## config.mk

```make
export PLATFORM = sky130hd
export DESIGN_NAME = serial_adder_ctrl
export DESIGN_NICKNAME = d
export VERILOG_FILES = /design/src/rtl/serial_adder_ctrl.sv
export SDC_FILE = /design/constraint.sdc
export NUM_CORES = 1
export LEC_CHECK = 0
export CORE_MARGIN = 2
export CORE_UTILIZATION = 50
export CTS_CLUSTER_DIAMETER = 80
export DETAILED_ROUTE_END_ITERATION = 10
export PLACE_DENSITY = 0.84
export SETUP_SLACK_MARGIN = 0.2
export SLEW_MARGIN = 10
export SYNTH_ARGS = -nofsm -noshare
export SYNTH_HDL_FRONTEND = slang
export SYNTH_SLANG_ARGS = --single-unit
```

## constraint.sdc

```tcl
create_clock -name i_clk -period 2.18 [get_ports i_clk]
set_input_delay 0.436 -clock i_clk [delete_from_list [all_inputs] [get_ports i_clk]]
set_output_delay 0.436 -clock i_clk [all_outputs]
set_load 0.05 [all_outputs]
```

## src/rtl/serial_adder_ctrl.sv

```systemverilog
// serial_adder_ctrl: bit-serial adder, two half-adder cells plus a carry flop, one bit per clock, LSB first
//
// Ports:
//   i_clk      system clock, rising edge
//   i_rst_n    asynchronous active-low reset
//   i_start    sample i_a/i_b and begin an addition (accepted in IDLE and DONE)
//   i_a, i_b   WIDTH-bit operands
//   o_busy     high while bits are being processed
//   o_done     one-cycle pulse, o_sum/o_carry valid
//   o_sum      WIDTH-bit result, held until the next completed addition
//   o_carry    carry out of the MSB, held like o_sum
//   o_overflow signed overflow, present only when SERIAL_ADDER_OVF_EN is defined
//
// Configuration macro: SERIAL_ADDER_OVF_EN enables the o_overflow port and its logic.
module serial_adder_ctrl #(
    parameter int WIDTH = 8
) (
    input  logic             i_clk,
    input  logic             i_rst_n,
    input  logic             i_start,
    input  logic [WIDTH-1:0] i_a,
    input  logic [WIDTH-1:0] i_b,
    output logic             o_busy,
    output logic             o_done,
    output logic [WIDTH-1:0] o_sum,
    output logic             o_carry
`ifdef SERIAL_ADDER_OVF_EN
    ,
    output logic             o_overflow
`endif
);
    localparam int CW = $clog2(WIDTH);
    localparam logic [CW-1:0] LAST = CW'(WIDTH - 1);

    typedef enum logic [1:0] {IDLE, ADD, DONE} state_t;

    state_t           state_q, state_d;
    logic [WIDTH-1:0] a_q, a_d, b_q, b_d;
    logic [WIDTH-2:0] acc_q, acc_d;
    logic [CW-1:0]    cnt_q, cnt_d;
    logic             carry_q, carry_d;
    logic [WIDTH-1:0] sum_q, sum_d;
    logic             cout_q, cout_d;
    logic             ha1_s, ha1_c, ha2_s, ha2_c, carry_nx;
    logic [WIDTH-1:0] acc_ext;
`ifdef SERIAL_ADDER_OVF_EN
    logic             ovf_q, ovf_d;
`endif

    assign ha1_s    = a_q[0] ^ b_q[0];
    assign ha1_c    = a_q[0] & b_q[0];
    assign ha2_s    = ha1_s ^ carry_q;
    assign ha2_c    = ha1_s & carry_q;
    assign carry_nx = ha1_c | ha2_c;
    // New sum bit enters at the MSB; after WIDTH shifts bit 0 sits at the LSB.
    assign acc_ext  = {ha2_s, acc_q};

    always_comb begin
        state_d = state_q;
        a_d     = a_q;
        b_d     = b_q;
        acc_d   = acc_q;
        cnt_d   = cnt_q;
        carry_d = carry_q;
        sum_d   = sum_q;
        cout_d  = cout_q;
`ifdef SERIAL_ADDER_OVF_EN
        ovf_d   = ovf_q;
`endif
        case (state_q)
            ADD: begin
                a_d     = a_q >> 1;
                b_d     = b_q >> 1;
                acc_d   = acc_ext[WIDTH-1:1];
                carry_d = carry_nx;
                cnt_d   = cnt_q + 1'b1;
                if (cnt_q == LAST) begin
                    state_d = DONE;
                    sum_d   = acc_ext;
                    cout_d  = carry_nx;
`ifdef SERIAL_ADDER_OVF_EN
                    // carry into the MSB cell XOR carry out of it
                    ovf_d   = carry_q ^ carry_nx;
`endif
                end
            end
            default: begin
                state_d = i_start ? ADD : IDLE;
                if (i_start) begin
                    a_d     = i_a;
                    b_d     = i_b;
                    acc_d   = '0;
                    cnt_d   = '0;
                    carry_d = 1'b0;
                end
            end
        endcase
    end

    always_ff @(posedge i_clk or negedge i_rst_n) begin
        if (!i_rst_n) begin
            state_q <= IDLE;
            a_q     <= '0;
            b_q     <= '0;
            acc_q   <= '0;
            cnt_q   <= '0;
            carry_q <= 1'b0;
            sum_q   <= '0;
            cout_q  <= 1'b0;
`ifdef SERIAL_ADDER_OVF_EN
            ovf_q   <= 1'b0;
`endif
        end else begin
            state_q <= state_d;
            a_q     <= a_d;
            b_q     <= b_d;
            acc_q   <= acc_d;
            cnt_q   <= cnt_d;
            carry_q <= carry_d;
            sum_q   <= sum_d;
            cout_q  <= cout_d;
`ifdef SERIAL_ADDER_OVF_EN
            ovf_q   <= ovf_d;
`endif
        end
    end

    assign o_busy  = (state_q == ADD);
    assign o_done  = (state_q == DONE);
    assign o_sum   = sum_q;
    assign o_carry = cout_q;
`ifdef SERIAL_ADDER_OVF_EN
    assign o_overflow = ovf_q;
`endif

endmodule

```

# == Word-level counts from Yosys, hierarchy flattened ==
# Cells that the tools add are included.
# word_totals
register_bits,38
inputBits,19
out_inout_bits,11
word_cells,33
# classes
add_sub_neg,1
eq_ne,4
n_mux,13
bitwise,5
reduce_logical,2
# op_table
operator,n
2-to-1 mux 8 bit,4
2-to-1 mux 7 bit,2
2-to-1 mux 3 bit,2
2-to-1 mux 2 bit,2
"adder 3 x 1 -> 3 bit, second input constant",1
"== test 3 bit, second input constant",1
2-to-1 mux 1 bit,3
AND 1 bit,2
"== test 2 x 1 -> 1 bit, second input constant",1
"== test 2 bit, second input constant",1
"!= test 2 x 1 -> 1 bit, second input constant",1
AND reduction 2 bit,1
nonzero test 2 bit,1
bitwise XOR 1 bit,2
bitwise OR 1 bit,1

# == Logic depth before layout (Yosys ltp) ==
# depth
ltp_word,4
mapped_depth,5
ltp_nobuf,4

# == Worst setup path before layout ==
# OpenSTA, ideal clock, no wires.
# synth_path
kind,reg-to-output
startpoint,register state_q[1]
endpoint,output port o_busy
arrival_ns,1.148
required_ns,1.744
path_slack_ns,0.596
path_stages_with_launch,5
n_path_buf,2
path_cell_list,dfrtp_1 nand2b_1 buf_2 buf_6 inv_1
# synth_via
elab_chain_cells,1
# synth_rtl
element,line_no,source
from (decl),37,"state_t state_q, state_d;"
from (signal assigned),114,state_q <= state_d;
== test 2 x 1 -> 1 bit,128,assign o_busy = (state_q == ADD);
to (decl),23,"output logic o_busy,"
# No other way between the ends.

# == Worst setup path in the final report ==
# layout_path
startpoint,register state_q[0]
endpoint,output port o_done
# layout_via
elab_chain_cells,1
# layout_rtl
element,line_no,source
== test 2 bit,129,assign o_done = (state_q == DONE);
to (decl),24,"output logic o_done,"
# No other way between the ends.

==> impl_metrics.tcl <==
set metrics [dict create \
    outcome "finished, final reports clean" \
    die_x_um 63.76 \
    worstPathRequired_ps 1740 \
    r2r_slack_ps 470 \
    antenna_cells 0 \
    cts_tree "yes" \
    critPathLaunch "state_q[0]" \
    worst_setup_path_end_kind "output pin" \
    setup_viol 0 \
    worst_slew_pin_slew_ps 819.0 \
    setup_tns_ps 0 \
    r2r_start "cnt_q[0]" \
    fin_hold_ws_ps 160.0 \
    dr.pass1.iters 4 \
    ant_nets 0 \
    ff_latch_area_um2 950.9 \
    syn_area_mm2 0.001785 \
    worstPathArrival_ps 1410 \
    layout.nets 172 \
    wirelength_mm 2.824 \
    drc 0 \
    cts-buffers-inserted 5 \
    core.rowCount 21 \
    postSynthAreaPerCell_um2 15.13 \
    fin_util_pct 65.19 \
    synth_nets 140 \
    leakage_nw 1.141 \
    fin_crit_sh_pct 84.79 \
    r2r-end "o_carry" \
    die_area_mm2 0.004065 \
    placedCellCount 189 \
    max-vdd-ir-drop_mv 0.7793 \
    drive_gt1_share_pct 39.74 \
    power_density_mw_per_mm2 1333 \
    die_h_um 63.76 \
    multi_input_area_um2 759.5 \
    areaGrowthSynthToFinish_pct 23.76 \
    clk_path_buf_depth 2 \
    cts.sinks 38 \
    fmax_ghz 0.5410 \
    yosysWarnings 0 \
    crit_type "reg2out" \
    max-slew-margin-rel_pct 45.40 \
    synth_cells 118 \
    finalHoldViolations 0 \
    crit_end "o_done" \
    grt_pass1_vias 1033 \
    grt_util_all_layers_pct 16.14 \
    dp_hpwl_mm 1.928 \
    grt.overflow.total 0 \
    max_cap_violations 0 \
    cp-start-kind "flip-flop" \
    wl_per_cell_um 14.34 \
    report.final.slew_viol_count 0 \
    hp-class "in2async" \
    design.core.area_mm2 0.003390 \
    clk_latency_ps 360 \
    n_fill_cell 254 \
    via_per_inst 5.000 \
    vias 985 \
    grt_pass1_wl_mm 4.892 \
    htreeDepth 2 \
    seq_area_frac_synth_pct 53.26 \
    synth.distinct_cells 15 \
    fin_crit_ps 1848 \
    rsz0062_at_grt "false" \
    gp_congestion 0.6713 \
    cts_hold_buf 0 \
    drtIter0Drc 33 \
    grt_start_max_net_pins 39 \
    instances_no_fill 197 \
    crit_fanout 3 \
    synth_seq_cells 38 \
    start_util_pct 52.68 \
    ios 30 \
    skew_ps 11.29 \
    cts_setup_buffers 0 \
    r2r_cells 4 \
    antenna_found_initial 0 \
    clock-root-buffer "clkbuf_4" \
    clk_pin_slew_ps 120 \
    portBuffers 29 \
]
## cell families (layout without fill, tap and decap cells)
family / after synthesis / after routing / share of synthesized area, %
AND/OR/NAND/NOR: 16 / 16 / 5.606
adder cells (fa/ha/maj): 3 / 3 / 2.523
multiplexers: 51 / 51 / 34.41
flip-flops: 38 / 38 / 53.26
buffers and inverters: 10 / 43 / 4.204
## report_power, final
group          leakage (nW)  switching, mW  internal, mW
logic                 0.616          0.628         0.692
clock network        0.0374          0.246         0.240
registers             0.487          0.153         0.986
total                  1.14           1.03          1.92
## layout by cell type (no fill, tap or decap), drive strengths merged, types with 3 or more instances in the layout
cell / n
dfrtp: 38
dlymetal6s2s: 8
nor2b: 8
mux2: 47
inv: 3
clkdlybuf4s50: 17
clkbuf: 5
mux2i: 4
buf: 5
and2b: 3
## worst max-delay path: stages, from the launching register on
cell           delay [ps]
dfrtp_1               420
nor2b_1               110
dlygate4sd2_1         530
## area by class of cell
class	instances	share of cell area (%)
clock buffers	5	1.699
multi-input cells	70	34.37
well taps	46	2.605
repair buffers	32	15.74
flip-flops and latches	38	43.04
inverters	3	0.5096
clock inverters	3	2.039
## how the worst min path moves through the flow
stage | startpoint | endpoint | slack (ps) | depth (start not counted)
after floorplan | i_rst_n | a_q[0] | 140 | 0
after global placement | cnt_q[0] | cnt_q[0] | 470 | 1
after detailed placement | cnt_q[0] | cnt_q[0] | 480 | 1
after CTS | i_rst_n | o_sum[3] | 170 | 1
after global routing | i_rst_n | state_q[1] | 220 | 1
final | i_rst_n | o_sum[3] | 160 | 1
## metrics by stage
step | setup slack, ps | power [mW] | cell area [um^2]
after floorplan | 595.9 | 2.145 | 1785
after global placement | 321.4 | 2.437 | 2110
after detailed placement | 269.8 | 2.496 | 2110
after CTS | 200.6 | 2.999 | 2190
after global routing | 238.1 | 3.138 | 2210
final | 331.7 | 2.945 | 2210
## state kept, by name, summed over array words and instances (netlist names)
signal	flops
a_q	8
b_q	8
o_sum	8
acc_q	7
cnt_q	3
state_q	2
carry_q	1
o_carry	1
## what timing repair did
item,CTS,global route
resized for setup,2,8
cloned,0,0
setup endpoints to repair,2,8
## Yosys cell counts
cell      count  area share [%]
dfrtp_1      38              53
mux2_2       35              22
mux2_4       12              10
nor2b_1       8             2.8
mux2i_1       4             2.2
and2b_1       3             1.3
buf_2         3            0.84
buf_6         3             1.9
inv_1         3            0.63
ha_1          2             1.4
nand2b_1      2            0.70
nor2_1        2            0.42
buf_8         1            0.84
fa_1          1             1.1
nand3b_1      1            0.42
## routing by layer
| metal | wire (um) | vias to the layer above | track usage (%) |
|---|---|---|---|
| met2 | 1493 | 27 | 27.11 |
| met3 | 169 | 2 | 5.634 |
| met5 | 0 | - | 0 |
| met1 | 1149 | 489 | 19.24 |
| met4 | 12 | 0 | 5.707 |
| li1 | - | 467 | - |
No activity file was read; power rests on OpenSTA's default activity.
